**src/rtl/wb_stage.sv**
```systemverilog
// RV32 writeback stage: retires one op per cycle, waits on load data, aligns/extends it,
// and issues a registered one-cycle register-file write.
module wb_stage #(
  parameter int LOAD_TIMEOUT = 16
) (
  input  logic        clk_i,
  input  logic        reset_i,
  input  logic        flush_i,
  input  logic        valid_i,
  output logic        ready_o,
  input  logic        regwrite_i,
  input  logic [4:0]  rd_i,
  input  logic [1:0]  wb_sel_i,
  input  logic [31:0] alu_result_i,
  input  logic [31:0] pc_plus4_i,
  input  logic [2:0]  funct3_i,
  input  logic        dmem_rvalid_i,
  input  logic [31:0] dmem_rdata_i,
  output logic        regwrite_o,
  output logic [4:0]  rd_o,
  output logic [31:0] wd_o,
  output logic        err_o
);

  typedef enum logic [1:0] {IDLE, LOAD_WAIT, WRITE} state_e;

  localparam logic [7:0] TMO_LAST = 8'(LOAD_TIMEOUT - 1);

  state_e      state_q;
  logic [7:0]  timer_q;
  logic        ld_we_q;
  logic [4:0]  ld_rd_q;
  logic [2:0]  ld_f3_q;
  logic [1:0]  ld_off_q;
  logic        regwrite_q;
  logic [4:0]  rd_q;
  logic [31:0] wd_q;
  logic        err_q;

  logic        f3_ok;
  logic [31:0] shifted;
  logic [31:0] ld_data_d;
  logic        misalign_d;

  assign ready_o    = (state_q != LOAD_WAIT) && !flush_i;
  assign regwrite_o = regwrite_q;
  assign rd_o       = rd_q;
  assign wd_o       = wd_q;
  assign err_o      = err_q;

  assign f3_ok   = (funct3_i == 3'b000) || (funct3_i == 3'b001) || (funct3_i == 3'b010) ||
                   (funct3_i == 3'b100) || (funct3_i == 3'b101);
  assign shifted = dmem_rdata_i >> {ld_off_q, 3'b000};

  // funct3[2] selects zero-extension, [1:0] the access size
  always_comb begin
    ld_data_d = shifted;
    case (ld_f3_q[1:0])
      2'b00:   ld_data_d = {{24{shifted[7]  & ~ld_f3_q[2]}}, shifted[7:0]};
      2'b01:   ld_data_d = {{16{shifted[15] & ~ld_f3_q[2]}}, shifted[15:0]};
      default: ld_data_d = shifted;
    endcase
  end

  assign misalign_d = ((ld_f3_q[1:0] == 2'b01) && ld_off_q[0]) ||
                      ((ld_f3_q[1:0] == 2'b10) && (ld_off_q != 2'b00));

  always_ff @(posedge clk_i or negedge reset_i) begin
    if (!reset_i) begin
      state_q    <= IDLE;
      timer_q    <= '0;
      ld_we_q    <= 1'b0;
      ld_rd_q    <= '0;
      ld_f3_q    <= '0;
      ld_off_q   <= '0;
      regwrite_q <= 1'b0;
      rd_q       <= '0;
      wd_q       <= '0;
      err_q      <= 1'b0;
    end else begin
      regwrite_q <= 1'b0;
      if (flush_i) begin
        state_q <= IDLE;
        timer_q <= '0;
      end else begin
        case (state_q)
          LOAD_WAIT: begin
            // data arriving on the timeout edge still completes the load
            if (dmem_rvalid_i) begin
              if (misalign_d) begin
                err_q   <= 1'b1;
                state_q <= IDLE;
              end else begin
                if (ld_we_q) begin
                  regwrite_q <= 1'b1;
                  rd_q       <= ld_rd_q;
                  wd_q       <= ld_data_d;
                end
                state_q <= WRITE;
              end
            end else if (timer_q == TMO_LAST) begin
              err_q   <= 1'b1;
              state_q <= IDLE;
            end else begin
              timer_q <= timer_q + 8'd1;
            end
          end
          default: begin
            if (valid_i) begin
              case (wb_sel_i)
                2'b00, 2'b10: begin
                  if (regwrite_i && (rd_i != 5'd0)) begin
                    regwrite_q <= 1'b1;
                    rd_q       <= rd_i;
                    wd_q       <= wb_sel_i[1] ? pc_plus4_i : alu_result_i;
                  end
                  state_q <= WRITE;
                end
                2'b01: begin
                  if (f3_ok) begin
                    ld_we_q  <= regwrite_i && (rd_i != 5'd0);
                    ld_rd_q  <= rd_i;
                    ld_f3_q  <= funct3_i;
                    ld_off_q <= alu_result_i[1:0];
                    timer_q  <= '0;
                    state_q  <= LOAD_WAIT;
                  end else begin
                    err_q   <= 1'b1;
                    state_q <= IDLE;
                  end
                end
                default: begin
                  err_q   <= 1'b1;
                  state_q <= IDLE;
                end
              endcase
            end else begin
              state_q <= IDLE;
            end
          end
        endcase
      end
    end
  end

endmodule

```
**config.mk**
```make
export PLATFORM = sky130hd
export DESIGN_NAME = wb_stage
export DESIGN_NICKNAME = d
export VERILOG_FILES = /design/src/rtl/wb_stage.sv
export SDC_FILE = /design/constraint.sdc
export NUM_CORES = 1
export LEC_CHECK = 0
export BUFFER_PORTS_ARGS = -buffer_cell sky130_fd_sc_hd__buf_4
export CAP_MARGIN = 20
export CORE_UTILIZATION = 34
export DETAILED_ROUTE_END_ITERATION = 16
export GPL_ROUTABILITY_DRIVEN = 0
export GPL_TIMING_DRIVEN = 1
export PLACE_DENSITY_LB_ADDON = 0.12
export SETUP_SLACK_MARGIN = 0.2
export SYNTH_ARGS = -nofsm -noshare
export SYNTH_HDL_FRONTEND = slang
export SYNTH_SLANG_ARGS = --single-unit
```
**constraint.sdc**
```tcl
create_clock -name clk_i -period 2.5 [get_ports clk_i]
set_input_delay 0.125 -clock clk_i [delete_from_list [all_inputs] [get_ports clk_i]]
set_output_delay 0.125 -clock clk_i [all_outputs]
set_load 0.02 [all_outputs]
```
======== After elaboration in Yosys (flattened, before gate mapping) ========
Index checks and enable logic that the tools add are counted.
word-level totals
  output and inout port bits .............. 40
  logic and storage cells ................. 110
  bits in registers ....................... 60
  bits of input ports ..................... 112
cells by class
  add/sub/neg operators ................... 1
  bitwise gates (word level) .............. 5
  reduce and logical (&&, ||, !) cells .... 26
  equal/unequal tests ..................... 21
  muxes and demuxes ....................... 46
  shifts and indexed selects .............. 1
operators by type and width
  kind                   number
  $mux W32               8
  $pmux W32 S2           1
  $mux W8                7
  $mux W5                7
  $shr A32 B5 Y32        1
  $mux W1                15
  $ne A3 B3 Y1 const B   5
  $mux W2                6
  $reduce_and A5 Y1      2
  $reduce_bool A3 Y1     3
  $add A8 B1 Y8 const B  1
  $eq A8 B4 Y1 const B   1
  $ne A2 B2 Y1 const B   4
  $reduce_bool A2 Y1     4
  $reduce_and A7 Y1      1
  $eq A2 B1 Y1 const B   3
  $eq A3 B3 Y1 const B   2
  $reduce_and A6 Y1      1
  $logic_or A1 B1 Y1     5
  $reduce_bool A5 Y1     1
  $eq A2 B2 Y1 const B   2
  $logic_and A1 B1 Y1    4
  $logic_not A2 Y1       2
  $ne A4 B4 Y1 const B   1
  other kinds (10)       13

======== Logic depth before layout (Yosys ltp) ========
  depth in word-level cells ............... 10
  mapped depth ............................ 8

======== Least setup slack after synthesis ========
Ideal clock, no wire load.
  path kind ............................... register to register
  start ................................... reg ld_f3_q[0]
  end ..................................... reg wd_q[15], in the netlist wd_o[15]
  library setup time ...................... 125 ps
  setup slack ............................. 714 ps
  buffers on the path ..................... 2
  stages on the path, launching flop included .. 9
  required time ........................... 2375 ps
  period minus slack after synthesis ...... 1786 ps
  arrival time ............................ 1661 ps
  cells stage by stage .................... dfrtp_1 buf_2 xnor2_1 o2111ai_1 o21a_4 or2_1 buf_6 inv_2 mux2_4
between the ends
  word-level cells in the longest chain between the ends .. 6
  elaborated cells between the ends (all ways) .. 13
  those cells by class .................... eq/ne (3); mux (5); reduce/logical (5)
RTL lines
  what                                                     RTL line  RTL
  start, declared                                          33        logic [2:0] ld_f3_q;
  start signal, assigned                                   123       ld_f3_q <= funct3_i;
  $eq A2 B1 Y1 / $logic_not A2 Y1 (equally long branches)  58, 65
  $pmux W32 S2                                             58        case (ld_f3_q[1:0])
  $mux W32                                                 94        if (ld_we_q) begin
  $mux W32                                                 90        if (misalign_d) begin
  $mux W32                                                 89        if (dmem_rvalid_i) begin
  $mux W32                                                 86        case (state_q)
  end signal, assigned                                     97        wd_q <= ld_data_d;
  end signal, assigned                                     115       wd_q <= wb_sel_i[1] ? pc_plus4_i : alu_result_i;
  end, declared                                            37        logic [31:0] wd_q;
Parallel ways exist; a longest one is shown, timed or not. The select of a mux whose other input is x is not followed.
A chain may end at the register's enable or synchronous reset.

======== Final worst setup path ========
  start ................................... reg ld_off_q[1]
  end ..................................... reg wd_q[31], in the netlist wd_o[31]
between the ends
  word-level cells in the longest chain between the ends .. 7
  elaborated cells between the ends (all ways) .. 13
  those cells by class .................... eq/ne (1); shift (1); mux (5); bitwise (2); reduce/logical (4)
RTL lines
  what                              RTL line  RTL
  start, declared                   34        logic [1:0] ld_off_q;
  start signal, assigned            124       ld_off_q <= alu_result_i[1:0];
  $shr A32 B5 Y32                   53        assign shifted = dmem_rdata_i >> {ld_off_q, 3'b000};
  $and A1 B1 Y1 (on tied branches)  60, 59
  $pmux W32 S2                      58
  $mux W32                          94
  $mux W32                          90
  $mux W32                          89
  $mux W32                          86
Parallel ways exist; a longest one is shown, timed or not. The select of a mux whose other input is x is not followed.

==> implementation parameters <==
Parameter                              Value

Status
  Status ... complete, no violations

STA
  Worst max-slew margin expressed relative to the limit ... 0.4747
  Tightest Pin Transition ... between 0.7 and 0.8 ns
  Hold Vio Cnt, Final ... 0
  Max Clock Freq ... 0.4789 GHz
  Fin Setup TNS ... 0 ns
  Final clock period utilization by the worst path ... 0.8353
  Slew Viols, Final ... 0
  Total of endpoints with negative setup slack in the final report ... 0
  RSZ-0062 raised after global routing ... no
  Clock period minus final worst setup slack ... 2.088 ns
  Setup skew after layout ... between 0.006 and 0.007 ns

Die
  Effective utilization at floorplan ... 0.3568
  Die width ... 107.0 um
  Die outline area ... 11450 sq um
  Die Height ... 107.0 um
  Placeable Area ... around 11000 sq um
  Number of core rows ... 37
  Count of pins on the block boundary ... 152

Routing
  Vias after detailed routing ... roughly 3800
  Iter 0 DRT Violations ... 221
  Total Wirelength ... 12340 um
  Avg WL per Cell ... 18.01 um
  Drt first pass iters ... 4
  Count of antenna-violating nets left after detailed routing ... 0
  Remaining design rule violation count ... 0
  Via-per-instance ratio ... 5.546

Global routing
  Global-route wire length before repair ... 19180 um
  Antenna violations before repair ... 0
  GR Overflow Total ... 0
  Pin count of the biggest net entering global routing ... 61
  GR Util All Layers ... 0.2181
  Via count of the first global-routing pass ... around 3700

Synth
  Most used standard cells in the synthesized netlist ... 80 x sky130_fd_sc_hd__o21ai_0, 60 x sky130_fd_sc_hd__dfrtp_1, 38 x sky130_fd_sc_hd__mux2i_1
  Yosys warning count ... 0
  Post-synth top area cell ... sky130_fd_sc_hd__dfrtp_1
  Distinct cells, synth ... 47
  Cell with the most instances after synthesis ... sky130_fd_sc_hd__o21ai_0
  Synth Register Bits ... 60
  Fraction of registers with async set or reset after synthesis ... 1.000
  Primary FF master, synth ... sky130_fd_sc_hd__dfrtp_1
  Top cells by area, synth ... sky130_fd_sc_hd__dfrtp_1 40%, sky130_fd_sc_hd__o21ai_0 11%, sky130_fd_sc_hd__mux2i_1 10%, sky130_fd_sc_hd__mux2_2 7.5%, sky130_fd_sc_hd__a211oi_1 3.4%
  Synthesized net count ... 518
  Average size of a mapped cell ... slightly above 9 sq um
  Gate Count Post-Synth ... approximately 400
  Post-synthesis sequential area ratio ... 0.4004
  Count of flip-flops with a built-in enable after synthesis ... 0
  Post-synthesis instance area ... 3750 sq um
  Area share of the largest cell type after synthesis ... 0.4004

Clock network
  Clk buf depth ... 2
  Maximum level of the CTS H-tree ... 3
  Post-CTS Hold Buffers ... 1
  Number of buffers created by CTS ... 9
  Total clock sinks ... 60
  PostCTS Resize Cnt ... 0
  Clock latency of the later-clocked register in the worst-skew pair ... between 0.3 and 0.4 ns
  Post CTS Setup Buffer Count ... 0
  Clock tree from TritonCTS ... yes
  Buffer type at the clock tree root ... sky130_fd_sc_hd__clkbuf_8
  Clock Pin Slew Worst Setup and Hold Paths ... 0.07 ns

Min path
  Worst Hold Endpoint ... ld_rd_q[0]
  HP Class ... in2reg
  Worst hold path stage count ... 2
  Startpoint of the most critical hold path ... rd_i[0]

Finish
  Net count reported at finish ... around 660
  Area growth syn-to-layout ... 39.41%
  Fraction of layout cells with a size suffix above 1 ... 0.3843
  Filler-free cell count of the finished design ... 685
  Fillcell total ... 1006
  Antenna fix cells ... 0

Job
  Max-cap viol count ... 0

Worst setup path
  Critical path peak fanout ... 16
  Buffer and inverter count on the worst path ... 1
  Critical path startpoint category ... flop
  Endpoint of the worst-slack reg-to-reg timing path ... wd_o[31]
  Launch point of the worst reg-to-reg path ... ld_off_q[1]
  Crit-path cells ... buf_4, nand2b_1, nor2_1, a211oi_1, o31ai_1
  Largest delay share family, worst path ... simple AND/OR/NAND/NOR gates
  Type of the setup path with the least slack ... reg2reg
  Count of cells along the worst register-to-register path ... 5
  Data arrival time of the critical path ... ~2.3 ns
  Required time of the worst setup path ... 2.74 ns
  Crit-path max cell delay ... 0.51 ns
  Max stage delay cell, worst path ... sky130_fd_sc_hd__dfrtp_1
  Type of destination of the critical path ... flop
  Reg-to-reg slack, setup ... between 0.4 and 0.5 ns

Pwr
  Sum of internal, switching and leakage power ... 0.003687 W
  Peak VDD IR ... 0.3233 mV
  Leakage power figure ... 2.389 nW
  Pwr Density ... 705.4 nW/um^2

Place
  Estimated wirelength of the detail-placed design ... 8950 um
  IO Port Bufs ... 151
  Placed cell count ... 668
-- state kept, by name, indices dropped and copies added, names as in the netlist --
signal,flops
ld_we_q,1
err_o,1
regwrite_o,1
rd_o,5
ld_rd_q,5
ld_off_q,2
ld_f3_q,3
state_q,2
timer_q,8
wd_o,32
-- per-layer routing --
layer,GRT usage,up-vias,wire length (um),part of all wire
met1,0.2888,1863,5281,0.43
met2,0.3608,132,6121,0.50
met5,0,-,0,0
met4,0.05382,0,139,0.011
met3,0.04742,12,794,0.064
li1,-,1792,-,-
-- cell usage in the layout (no fill, tap or decap), types with 2 or more instances in the layout --
cell and n:
sky130_fd_sc_hd__nand2_1 31, sky130_fd_sc_hd__o21ai_0 80, sky130_fd_sc_hd__dfrtp_1 60, sky130_fd_sc_hd__a211oi_1 17, sky130_fd_sc_hd__bufinv_16 3, sky130_fd_sc_hd__nand3b_1 2
sky130_fd_sc_hd__nand4_1 3, sky130_fd_sc_hd__nand2b_1 4, sky130_fd_sc_hd__o21ai_1 10, sky130_fd_sc_hd__a31oi_1 7, sky130_fd_sc_hd__clkbuf_8 9, sky130_fd_sc_hd__inv_2 2
sky130_fd_sc_hd__nand3_1 5, sky130_fd_sc_hd__o21ai_2 2, sky130_fd_sc_hd__xor2_1 2, sky130_fd_sc_hd__o22ai_1 8, sky130_fd_sc_hd__nor2_1 17, sky130_fd_sc_hd__clkinv_2 2
sky130_fd_sc_hd__mux2_2 25, sky130_fd_sc_hd__mux2i_1 38, sky130_fd_sc_hd__and3_1 4, sky130_fd_sc_hd__nor2b_1 10, sky130_fd_sc_hd__nor3_1 6, sky130_fd_sc_hd__a221oi_1 8
sky130_fd_sc_hd__buf_4 160, sky130_fd_sc_hd__o31ai_1 8, sky130_fd_sc_hd__clkinvlp_4 2, sky130_fd_sc_hd__a21oi_1 3
-- worst max-delay path by stage --
| stage | startpoint | end | slack [ns] | cells after the start |
|---|---|---|---|---|
| floorplan | ld_f3_q[0] | wd_o[15] | 0.71 | 8 |
| global placement | ld_off_q[1] | wd_o[30] | 0.52 | 5 |
| detailed placement | ld_off_q[1] | wd_o[26] | 0.47 | 5 |
| CTS | ld_off_q[1] | wd_o[26] | 0.44 | 5 |
| global route | ld_off_q[1] | wd_o[30] | 0.34 | 5 |
| finish | ld_off_q[1] | wd_o[31] | 0.41 | 5 |
-- logic make-up (layout without fill, tap and decap cells) --
kind of cell,Yosys count,in the layout,share of synthesized area
AO/OA/AOI/OAI,152,152,0.2442
AND/OR/NAND/NOR,88,88,0.1144
multiplexers,65,65,0.1865
flip-flops,60,60,0.4004
buffers and inverters,36,180,0.04404
XOR/XNOR,3,3,0.007008
adder cells (fa/ha/maj),1,1,0.003336
-- report_power, final --
part,total [W],switching (W),internal [W]
combinational,0.00130,0.000706,0.000590
sequential,0.00131,0.000144,0.00117
clock,0.00108,0.000422,0.000658
-- per-stage QoR --
| step | area [sq um] | setup slack, ns | hold slack, ns | util |
|---|---|---|---|---|
| 2_1_floorplan | 3750 | 0.7141 | -0.1706 | - |
| 3_3_place_gp | 4979 | 0.5215 | 0.2544 | 0.4737 |
| 3_5_place_dp | 4979 | 0.4663 | 0.2595 | 0.4737 |
| 4_1_cts | 5228 | 0.4432 | 0.02171 | 0.4974 |
| 5_1_grt | 5228 | 0.3414 | 0.01750 | 0.4974 |
| 6_report | 5228 | 0.4117 | 0.03036 | 0.4974 |
-- cell type report --
| type | count | area, sq um | share of cell area |
|---|---|---|---|
| clock inverter | 7 | 115.1 | 0.02202 |
| clock buffer | 9 | 123.9 | 0.02370 |
| inverter | 3 | 11.26 | 0.002154 |
| sequential | 60 | 1501 | 0.2872 |
| tap | 136 | 170.2 | 0.03255 |
| multi-input combinational | 309 | 2095 | 0.4007 |
| timing repair buffer | 161 | 1211 | 0.2317 |
No activity file was read; power rests on OpenSTA's default activity.
